`config.mk`:
```
export PLATFORM = sky130hd
export DESIGN_NAME = seq_ctrl_flat
export DESIGN_NICKNAME = d
export VERILOG_FILES = /design/src/rtl/seq_ctrl_if.sv /design/src/rtl/seq_ctrl.sv /design/src/flat_wrapper.sv
export SDC_FILE = /design/constraint.sdc
export NUM_CORES = 1
export LEC_CHECK = 0
export CORE_MARGIN = 2
export CORE_UTILIZATION = 54
export DETAILED_ROUTE_END_ITERATION = 10
export GPL_TIMING_DRIVEN = 0
export PLACE_DENSITY = 0.79
export SLEW_MARGIN = 25
export SYNTH_ARGS = -nofsm -noshare
export SYNTH_HDL_FRONTEND = slang
export SYNTH_SLANG_ARGS = --single-unit
export TNS_END_PERCENT = 30
```
`constraint.sdc`:
```
create_clock -name clk -period 3.6 [get_ports clk]
set_input_delay 0.36 -clock clk [delete_from_list [all_inputs] [get_ports clk]]
set_output_delay 0.36 -clock clk [all_outputs]
set_load 0.01 [all_outputs]
```
`src/rtl/seq_ctrl_if.sv`:
```
// Sequencer-to-datapath bundle: start/step request plus address and strobe outputs.
// With SEQ_CTRL_STEP_EN defined the bundle carries an extra step input.
interface seq_ctrl_if #(
  parameter int AW = 6
);
  logic          start;
`ifdef SEQ_CTRL_STEP_EN
  logic          step;
`endif
  logic [AW-1:0] raddr1;
  logic [AW-1:0] raddr2;
  logic [AW-1:0] waddr;
  logic          rf_we;
  logic          ram_we;
  logic          sel_ram;
  logic          busy;
  logic          done;

`ifdef SEQ_CTRL_STEP_EN
  modport master (
    input  start, step,
    output raddr1, raddr2, waddr, rf_we, ram_we, sel_ram, busy, done
  );
  modport slave (
    output start, step,
    input  raddr1, raddr2, waddr, rf_we, ram_we, sel_ram, busy, done
  );
`else
  modport master (
    input  start,
    output raddr1, raddr2, waddr, rf_we, ram_we, sel_ram, busy, done
  );
  modport slave (
    output start,
    input  raddr1, raddr2, waddr, rf_we, ram_we, sel_ram, busy, done
  );
`endif
endinterface

```
`src/rtl/seq_ctrl.sv`:
```
// Address/strobe sequencer: preloads INIT_WORDS RAM words into the regfile, then runs
// reg[n] = ALU(reg[n-2], reg[n-1]) up to LAST_ADDR. Optional SEQ_CTRL_STEP_EN adds step gating.
module seq_ctrl #(
  parameter int AW         = 6,
  parameter int INIT_WORDS = 3,
  parameter int LAST_ADDR  = 61
) (
  input  logic       clk,
  input  logic       rst,
  seq_ctrl_if.master bus
);

  typedef enum logic [1:0] {IDLE, LOAD, CALC, DONE} state_t;

  localparam logic [AW:0] INIT_C = (AW+1)'(INIT_WORDS);
  localparam logic [AW:0] LAST_C = (AW+1)'(LAST_ADDR);
  localparam logic [AW:0] ONE_C  = (AW+1)'(1);

  state_t        state_q, state_d;
  logic [AW:0]   cnt_q, cnt_d;
  logic [AW-1:0] cnt_a;
  logic [AW-1:0] raddr1_q, raddr1_d;
  logic [AW-1:0] raddr2_q, raddr2_d;
  logic [AW-1:0] waddr_q, waddr_d;
  logic          rf_we_q, rf_we_d;
  logic          ram_we_q, ram_we_d;
  logic          sel_ram_q, sel_ram_d;
  logic          busy_q, busy_d;
  logic          done_q, done_d;
  logic          adv;

`ifdef SEQ_CTRL_STEP_EN
  assign adv = bus.step;
`else
  assign adv = 1'b1;
`endif

  always_comb begin
    state_d = state_q;
    cnt_d   = cnt_q;
    case (state_q)
      IDLE: begin
        if (bus.start) begin
          state_d = LOAD;
          cnt_d   = '0;
        end
      end
      LOAD: begin
        if (adv) begin
          if (cnt_q == INIT_C) begin
            state_d = CALC;
            cnt_d   = INIT_C;
          end else begin
            cnt_d = cnt_q + ONE_C;
          end
        end
      end
      CALC: begin
        if (adv) begin
          if (cnt_q == LAST_C) begin
            state_d = DONE;
            cnt_d   = '0;
          end else begin
            cnt_d = cnt_q + ONE_C;
          end
        end
      end
      DONE: begin
        state_d = IDLE;
        cnt_d   = '0;
      end
      default: begin
        state_d = IDLE;
        cnt_d   = '0;
      end
    endcase
  end

  // Outputs are decoded from the next state so the registered copy lines up with the state.
  always_comb begin
    cnt_a     = cnt_d[AW-1:0];
    raddr1_d  = '0;
    raddr2_d  = '0;
    waddr_d   = '0;
    rf_we_d   = 1'b0;
    ram_we_d  = 1'b0;
    sel_ram_d = 1'b0;
    busy_d    = 1'b0;
    done_d    = 1'b0;
    case (state_d)
      LOAD: begin
        raddr1_d  = cnt_a;
        waddr_d   = cnt_a - AW'(1);
        rf_we_d   = (cnt_d != '0);
        sel_ram_d = 1'b1;
        busy_d    = 1'b1;
      end
      CALC: begin
        raddr1_d = cnt_a - AW'(2);
        raddr2_d = cnt_a - AW'(1);
        waddr_d  = cnt_a;
        rf_we_d  = 1'b1;
        ram_we_d = 1'b1;
        busy_d   = 1'b1;
      end
      DONE: begin
        done_d = 1'b1;
      end
      default: begin
      end
    endcase
  end

  always_ff @(posedge clk or posedge rst) begin
    if (rst) begin
      state_q   <= IDLE;
      cnt_q     <= '0;
      raddr1_q  <= '0;
      raddr2_q  <= '0;
      waddr_q   <= '0;
      rf_we_q   <= 1'b0;
      ram_we_q  <= 1'b0;
      sel_ram_q <= 1'b0;
      busy_q    <= 1'b0;
      done_q    <= 1'b0;
    end else begin
      state_q   <= state_d;
      cnt_q     <= cnt_d;
      raddr1_q  <= raddr1_d;
      raddr2_q  <= raddr2_d;
      waddr_q   <= waddr_d;
      rf_we_q   <= rf_we_d;
      ram_we_q  <= ram_we_d;
      sel_ram_q <= sel_ram_d;
      busy_q    <= busy_d;
      done_q    <= done_d;
    end
  end

  // A stalled step cycle must not commit a write, so the enables see the live step level.
  assign bus.raddr1  = raddr1_q;
  assign bus.raddr2  = raddr2_q;
  assign bus.waddr   = waddr_q;
  assign bus.rf_we   = rf_we_q & adv;
  assign bus.ram_we  = ram_we_q & adv;
  assign bus.sel_ram = sel_ram_q;
  assign bus.busy    = busy_q;
  assign bus.done    = done_q;

endmodule

```
`src/flat_wrapper.sv`:
```
// flat-port wrapper written by rule: the top's interface ports become plain ports
module seq_ctrl_flat 
#(
  parameter int AW         = 6,
  parameter int INIT_WORDS = 3,
  parameter int LAST_ADDR  = 61
)
  (clk, rst, bus_start, bus_raddr1, bus_raddr2, bus_waddr, bus_rf_we, bus_ram_we, bus_sel_ram, bus_busy, bus_done);
  seq_ctrl_if #(.AW(AW)) bus_i ();
  input  logic clk;
  input  logic rst;
  input wire logic [$bits(bus_i.start)-1:0] bus_start;
  output wire logic [$bits(bus_i.raddr1)-1:0] bus_raddr1;
  output wire logic [$bits(bus_i.raddr2)-1:0] bus_raddr2;
  output wire logic [$bits(bus_i.waddr)-1:0] bus_waddr;
  output wire logic [$bits(bus_i.rf_we)-1:0] bus_rf_we;
  output wire logic [$bits(bus_i.ram_we)-1:0] bus_ram_we;
  output wire logic [$bits(bus_i.sel_ram)-1:0] bus_sel_ram;
  output wire logic [$bits(bus_i.busy)-1:0] bus_busy;
  output wire logic [$bits(bus_i.done)-1:0] bus_done;
  assign bus_i.start = bus_start;
  assign bus_raddr1 = bus_i.raddr1;
  assign bus_raddr2 = bus_i.raddr2;
  assign bus_waddr = bus_i.waddr;
  assign bus_rf_we = bus_i.rf_we;
  assign bus_ram_we = bus_i.ram_we;
  assign bus_sel_ram = bus_i.sel_ram;
  assign bus_busy = bus_i.busy;
  assign bus_done = bus_i.done;
  seq_ctrl #(.AW(AW), .INIT_WORDS(INIT_WORDS), .LAST_ADDR(LAST_ADDR)) u_core (.clk(clk), .rst(rst), .bus(bus_i));
endmodule
```
==> results of run 1 <==
-- power by group --
group	switching [uW]	total, uW	internal, uW
Clock	121	266	145
Sequential	79.9	552	472
Combinational	939	1580	644
-- area by class of cell --
class	instances	area (um2)	area share (%)
tap	46	57.6	2.47
multi-input combinational	134	1050	45.2
sequential	32	801	34.4
clock buffer	6	41.3	1.77
inverter	10	37.5	1.61
clock inverter	2	35.0	1.50
timing repair buffer	25	250	10.7
buffer	10	53.8	2.31
-- cells in the final DEF, fill, tap and decap left out, drive strengths merged, types with 2 or more instances in the layout --
cell and n:
and3 3, nand3 5, xor2 3, clkbuf 11, o41ai 2, and2 5, o22ai 2, and3b 2
dfrtp 32, nand2 16, o31ai 2, nor3b 5, buf 5, o211ai 5, nor2 11, nor4b 2
a21o 3, a21oi 8, inv 10, o21ai 10, nand2b 2, xnor2 5, nor3 4, ha 9
a31oi 5, clkdlybuf4s50 25, nor2b 6, nand4 2
-- worst paths after layout --
check,endpoint,slack [ns],start,depth (start not counted)
worst max-delay path,u_core.bus.waddr[5]$_DFF_PP0_,0.35,u_core.cnt_q[0]$_DFF_PP0_,11
worst min-delay path,u_core.bus.raddr2[4]$_DFF_PP0_,0.42,rst,2
worst max register to register,u_core.bus.waddr[5]$_DFF_PP0_,0.35,u_core.cnt_q[0]$_DFF_PP0_,11
worst min register to register,u_core.cnt_q[6]$_DFF_PP0_,0.69,u_core.cnt_q[6]$_DFF_PP0_,1
max in group asynchronous,u_core.bus.waddr[2]$_DFF_PP0_,2.77,rst,2
min in group clk,u_core.cnt_q[6]$_DFF_PP0_,0.69,u_core.cnt_q[6]$_DFF_PP0_,1
-- flip-flops by register name, indices dropped and copies added, names as in the netlist --
signal              flops
u_core.bus.raddr2       6
u_core.bus.sel_ram      1
u_core.bus.raddr1       6
u_core.bus.done         1
u_core.bus.busy         1
u_core.bus.rf_we        1
u_core.cnt_q            7
u_core.bus.waddr        6
u_core.state_q          2
u_core.bus.ram_we       1
-- per-stage QoR --
step | area [um2] | cells | total power [uW] | utilization, % | hold WS [ns]
4_1_cts | 2330 | 265 | 2400 | 68.7 | 0.427
2_1_floorplan | 1950 | 186 | 1700 | - | 0.476
3_3_place_gp | 2250 | 257 | 2080 | 66.5 | 0.634
3_5_place_dp | 2250 | 257 | 2120 | 66.5 | 0.670
6_report | 2330 | 265 | 2400 | 68.7 | 0.417
5_1_grt | 2330 | 265 | 2590 | 68.7 | 0.481
-- cells by family (layout without fill, tap and decap cells) --
family | count (synthesis) | after routing
multiplexers | 2 | 2
buffers and inverters | 20 | 53
flip-flops | 32 | 32
XOR/XNOR | 8 | 8
AO/OA/AOI/OAI | 47 | 47
adder cells (fa/ha/maj) | 9 | 9
AND/OR/NAND/NOR | 68 | 68
-- per-layer routing --
layer	global-route usage [%]	part of all wire (%)	vias to the layer above
li1	-	-	732
met1	27.7	41	734
met2	36.8	50	57
met3	5.63	5.5	12
met4	12.8	2.6	0
met5	0	0	-
==> load_flow_metrics.sql, run 1 <==
INSERT INTO impl_metrics (metric_group, metric, value, unit) VALUES
('run_status', 'outcome', 'finished clean', ''),
('clock_network', 'ctsHtreeMaxLevel', '2', ''),
('logic_synthesis', 'synth_top_family_by_area', 'simple AND/OR/NAND/NOR gates', ''),
('die', 'start_util', '57.4', '%'),
('clock_network', 'post-cts-setup-buffers', '0', ''),
('logic_synthesis', 'synth-compound-area-share', '21.7', '%'),
('logic_synthesis', 'postSynthCellCount', '186', ''),
('final_layout', 'syn_to_final_growth', '19.7', '%'),
('logic_synthesis', 'yosys.area_share.adder', '5.79', '%'),
('global_routing', 'first_pass_grt_wire_length', '7120', 'um'),
('place', 'dp_hpwl', '3160', 'um'),
('worst_setup_path', 'cp.buffers_inverters', '3', ''),
('global_routing', 'grt_max_degree', '33', ''),
('timing', 'tightestPinTransition', '0.835', 'ns'),
('die', 'core_area', '3390', 'um2'),
('timing', 'totalNegativeSetupSlack', '0', 'ns'),
('clock_network', 'clk_pin_slew', '0.10', 'ns'),
('worst_setup_path', 'worst-path-max-fanout', '10', ''),
('worst_setup_path', 'crit_path_category', 'register to register', ''),
('place', 'post_place_setup_slack', '0.400', 'ns'),
('logic_synthesis', 'synth-simple-area-share', '22.0', '%'),
('place', 'buffer_ports.inserted', '25', ''),
('hold_path', 'hp-class', 'primary input to asynchronous set/reset pin', ''),
('logic_synthesis', 'leading_cell_types_by_total_area_after_synthesis', 'sky130_fd_sc_hd__dfrtp_1, sky130_fd_sc_hd__ha_1, sky130_fd_sc_hd__nand2_1', ''),
('logic_synthesis', 'synth_largest_type_area_fraction', '41.2', '%'),
('worst_setup_path', 'worst_path_dominant_cell_family', 'compound AO/OA/AOI/OAI gates', ''),
('logic_synthesis', 'synth_flop_cell', 'sky130_fd_sc_hd__dfrtp_1', ''),
('final_layout', 'layout_cells_sized_above_1', '16.9', '%'),
('power_and_ir_drop', 'power_density', '1030', 'nW/um2'),
('route', 'via_per_inst', '5.79', ''),
('die', 'die_area', '4100', 'um2'),
('timing', 'grt_setup_unrepaired', 'false', ''),
('timing', 'timing.max_slew.rel_slack', '43.9', '%'),
('global_routing', 'grt_antenna_before_repair', '0', ''),
('final_layout', 'finish.net_count', '230', ''),
('route', 'wire_per_inst', '16.0', 'um'),
('die', 'die_width', '64.0', 'um'),
('power_and_ir_drop', 'leakage', '0.00103', 'uW'),
('logic_synthesis', 'xor_xnor_fraction_of_synth_area', '3.60', '%'),
('worst_setup_path', 'start_kind', 'register', ''),
('logic_synthesis', 'synth_area_leader', 'sky130_fd_sc_hd__dfrtp_1', ''),
('logic_synthesis', 'synth_mux_area_share', '1.09', '%'),
('timing', 'maxSlewViolCount', '0', ''),
('clock_network', 'holdBufCountCts', '0', ''),
('logic_synthesis', 'synth_fp_nets', '198', ''),
('place', 'place.gp.congestion', '0.885', ''),
('final_layout', 'num_antenna_cells', '0', ''),
('power_and_ir_drop', 'ir_worst_vdd', '620', 'uV'),
('clock_network', 'cts-root-buf', 'sky130_fd_sc_hd__clkbuf_4', ''),
('clock_network', 'cts_inserted_buffers', '5', ''),
('global_routing', 'grt_overflow_total', '0', ''),
('die', 'io-pin-count', '26', ''),
('clock_network', 'insertion_delay', '0.34', 'ns'),
('logic_synthesis', 'synth_most_common_cell', 'sky130_fd_sc_hd__dfrtp_1', ''),
('logic_synthesis', 'avg_synthesized_cell_area', '10.5', 'um2'),
('logic_synthesis', 'post_synth_edffs', '0', ''),
('run', 'max_cap_violations', '0', ''),
('die', 'die_h', '64.0', 'um'),
('route', 'route.detailed.drc', '0', ''),
('worst_setup_path', 'worst_ep_required_time', '3.83', 'ns'),
('timing', 'setup_slack', '0.345', 'ns'),
('logic_synthesis', 'ys_warn_count', '0', ''),
('route', 'detailed_routing_iterations_pass_1', '4', ''),
('route', 'vias', '1535', ''),
('clock_network', 'cts_repair_resize_count', '0', ''),
('global_routing', 'grt_util_all_layers', '22.8', '%'),
('worst_setup_path', 'cp_common_cell', 'sky130_fd_sc_hd__ha_1', ''),
('logic_synthesis', 'synth_top_cells_by_count', 'sky130_fd_sc_hd__dfrtp_1, sky130_fd_sc_hd__nand2_1, sky130_fd_sc_hd__nor2_1', ''),
('clock_network', 'numClockSinks', '32', ''),
('timing', 'finalClockSkew', '0.00613', 'ns'),
('clock_network', 'cts_tree', 'yes', '');
Note: power is estimated with default switching activity, not from simulation.
==> run 2, diff against run 1 <==
Settings changed: CORE_MARGIN 2 to not set.
==> load_flow_metrics.sql, run 2 (synthesized netlist as in run 1, its figures left out) <==
INSERT INTO impl_metrics (metric_group, metric, value, unit) VALUES
('final_layout', 'design_area', '2330', 'um2'),
('timing', 'grt_setup_unrepaired', 'false', ''),
('clock_network', 'holdBufCountCts', '0', ''),
('clock_network', 'cts_repair_resize_count', '0', ''),
('timing', 'fmax', '0.300', 'GHz'),
('timing', 'final_period_minus_worst_setup_slack', '3.33', 'ns'),
('global_routing', 'grt_antenna_before_repair', '0', ''),
('worst_setup_path', 'crit_path_end_kind', 'register', ''),
('power_and_ir_drop', 'power.combinational.fraction', '66.1', '%'),
('timing', 'maxSlewViolCount', '0', ''),
('worst_setup_path', 'critical-path-max-stage-delay', '0.58', 'ns'),
('die', 'start_util', '57.4', '%'),
('place', 'place.gp.congestion', '0.905', ''),
('place', 'buffer_ports.inserted', '25', ''),
('clock_network', 'cts_tree', 'yes', ''),
('clock_network', 'numClockSinks', '32', ''),
('final_layout', 'sequential_cell_area', '801', 'um2'),
('power_and_ir_drop', 'leakage', '0.00103', 'uW'),
('timing', 'timing.max_slew.rel_slack', '43.9', '%'),
('final_layout', 'max_flop_register', 'u_core.cnt_q', ''),
('final_layout', 'most_common_cell_after_layout_fill_and_taps_aside', 'sky130_fd_sc_hd__dfrtp_1', ''),
('route', 'via_per_inst', '5.85', ''),
('worst_setup_path', 'worst_path_dominant_cell_family', 'compound AO/OA/AOI/OAI gates', ''),
('final_layout', 'finish.net_count', '230', ''),
('run_status', 'outcome', 'finished clean', ''),
('die', 'die_width', '62.0', 'um'),
('power_and_ir_drop', 'switching_share', '48.0', '%'),
('final_layout', 'layout_cells_sized_above_1', '16.9', '%'),
('timing', 'hold_viol', '0', ''),
('power_and_ir_drop', 'part_of_the_total_power_dissipated_in_the_clock_network', '11.1', '%'),
('worst_setup_path', 'path_cells', 'ha_1, clkbuf_2, or4b_4, o21ai_4, a21boi_2, o22a_4, inv_2, ha_1, clkbuf_1, o2111ai_2, a221o_1', ''),
('global_routing', 'grt_pass1_vias', '1479', ''),
('power_and_ir_drop', 'ir_worst_vdd', '863', 'uV'),
('worst_setup_path', 'cp_common_cell', 'sky130_fd_sc_hd__ha_1', ''),
('worst_setup_path', 'cp.buffers_inverters', '3', ''),
('worst_setup_path', 'start_kind', 'register', ''),
('die', 'die_h', '62.0', 'um'),
('route', 'route.detailed.drc', '0', ''),
('final_layout', 'largest_register_ffs', '7', ''),
('clock_network', 'max-clock-path-buffers', '2', ''),
('final_layout', 'fillerInstances', '240', ''),
('clock_network', 'cts_inserted_buffers', '5', ''),
('power_and_ir_drop', 'netSwitchingPower', '1170', 'uW'),
('worst_setup_path', 'worst_reg2reg_startpoint', 'u_core.cnt_q[0]$_DFF_PP0_', ''),
('final_layout', 'layoutNonFillerInstCount', '265', ''),
('power_and_ir_drop', 'power_density', '1040', 'nW/um2'),
('die', 'row_count', '21', ''),
('die', 'io-pin-count', '26', ''),
('timing', 'setup_violations', '0', ''),
('worst_setup_path', 'worst_ep_arrival_time', '3.55', 'ns'),
('route', 'wire_per_inst', '15.9', 'um'),
('final_layout', 'num_antenna_cells', '0', ''),
('worst_setup_path', 'worst-path-max-fanout', '10', ''),
('timing', 'totalNegativeSetupSlack', '0', 'ns'),
('route', 'iteration_0_drc_count_of_the_detailed_router', '85', ''),
('power_and_ir_drop', 'power.share.sequential', '22.8', '%'),
('clock_network', 'clk_pin_slew', '0.11', 'ns'),
('place', 'placed_area', '2250', 'um2'),
('hold_path', 'hp-class', 'primary input to asynchronous set/reset pin', ''),
('die', 'core_area', '3390', 'um2'),
('global_routing', 'grt_overflow_total', '0', ''),
('place', 'dp_hpwl', '3130', 'um'),
('final_layout', 'syn_to_final_growth', '19.7', '%'),
('worst_setup_path', 'crit_path_start', 'u_core.cnt_q[0]$_DFF_PP0_', ''),
('global_routing', 'first_pass_grt_wire_length', '7040', 'um'),
('route', 'detailed_routing_iterations_pass_1', '5', ''),
('power_and_ir_drop', 'cellInternalPower', '1260', 'uW'),
('global_routing', 'grt_util_all_layers', '25.8', '%'),
('place', 'post-place-cells', '257', ''),
('clock_network', 'insertion_delay', '0.35', 'ns'),
('final_layout', 'multi_input_comb_area', '1050', 'um2'),
('worst_setup_path', 'crit_path_category', 'register to register', ''),
('global_routing', 'grt_max_degree', '33', ''),
('die', 'die_area', '3850', 'um2'),
('timing', 'finalClockSkew', '0.0157', 'ns'),
('route', 'postRouteAntennaNets', '0', ''),
('timing', 'tightestPinTransition', '0.834', 'ns'),
('route', 'route.final.wire_length', '4210', 'um'),
('run', 'max_cap_violations', '0', ''),
('worst_setup_path', 'cpMaxStageDelayCell', 'sky130_fd_sc_hd__dfrtp_1', ''),
('clock_network', 'ctsHtreeMaxLevel', '2', ''),
('worst_setup_path', 'worst_ep_required_time', '3.82', 'ns'),
('clock_network', 'cts-root-buf', 'sky130_fd_sc_hd__clkbuf_4', ''),
('final_layout', 'most-common-layout-cells', 'sky130_fd_sc_hd__dfrtp_1, sky130_fd_sc_hd__clkdlybuf4s50_1, sky130_fd_sc_hd__nand2_1', ''),
('clock_network', 'post-cts-setup-buffers', '0', ''),
('route', 'vias', '1551', ''),
('timing', 'final_min_period_over_clock_period', '92.5', '%');
[run 2: stage by stage]
| step | setup WS (ns) | hold WS, ns | total power, uW | utilization, % |
|---|---|---|---|---|
| finish | 0.270 | 0.410 | 2430 | 68.7 |
| global route | 0.109 | 0.476 | 2620 | 68.7 |
| CTS | 0.312 | 0.430 | 2420 | 68.7 |
| detailed placement | 0.386 | 0.673 | 2130 | 66.5 |
| global placement | 0.466 | 0.633 | 2070 | 66.5 |
| floorplan | 0.725 | 0.476 | 1700 | - |
[run 2: area by class of cell]
type | count | area share [%]
plain buffers | 10 | 2.31
flip-flops and latches | 32 | 34.4
well taps | 46 | 2.47
inverters | 10 | 1.61
repair buffers | 25 | 10.7
clock buffers | 6 | 1.77
multi-input cells | 134 | 45.2
clock inverters | 2 | 1.50
[run 2: worst register-to-register path, stage by stage, from the launching register on]
cell and delay [ns]:
sky130_fd_sc_hd__dfrtp_1 0.58, sky130_fd_sc_hd__ha_1 0.22, sky130_fd_sc_hd__clkbuf_2 0.21, sky130_fd_sc_hd__or4b_4 0.54, sky130_fd_sc_hd__o21ai_4 0.21, sky130_fd_sc_hd__a21boi_2 0.12
sky130_fd_sc_hd__o22a_4 0.27, sky130_fd_sc_hd__inv_2 0.07, sky130_fd_sc_hd__ha_1 0.13, sky130_fd_sc_hd__clkbuf_1 0.30, sky130_fd_sc_hd__o2111ai_2 0.22, sky130_fd_sc_hd__a221o_1 0.34
[run 2: path summary, 6_finish.rpt]
check	end	slack, ns	cells past startpoint
worst min register to register	u_core.cnt_q[6]$_DFF_PP0_	0.68	2
worst min-delay path	u_core.bus.raddr2[0]$_DFF_PP0_	0.41	2
worst max-delay path	u_core.bus.waddr[5]$_DFF_PP0_	0.27	11
max in group asynchronous	u_core.cnt_q[1]$_DFF_PP0_	2.76	2
worst max register to register	u_core.bus.waddr[5]$_DFF_PP0_	0.27	11
min in group clk	u_core.cnt_q[6]$_DFF_PP0_	0.68	2
[run 2: routing by layer]
layer | wire length [um] | GRT usage (%)
met3 | 206 | 7.25
met4 | 49 | 6.98
met5 | 0 | 0
met1 | 1800 | 33.3
met2 | 2150 | 42.6
[run 2: power groups by stage]
stage               Clock [uW]  Sequential [uW]  Combinational [uW]
floorplan                    0              581                1120
global placement             0              553                1520
detailed placement           0              561                1570
CTS                        272              553                1590
global route               292              569                1760
finish                     270              553                1610
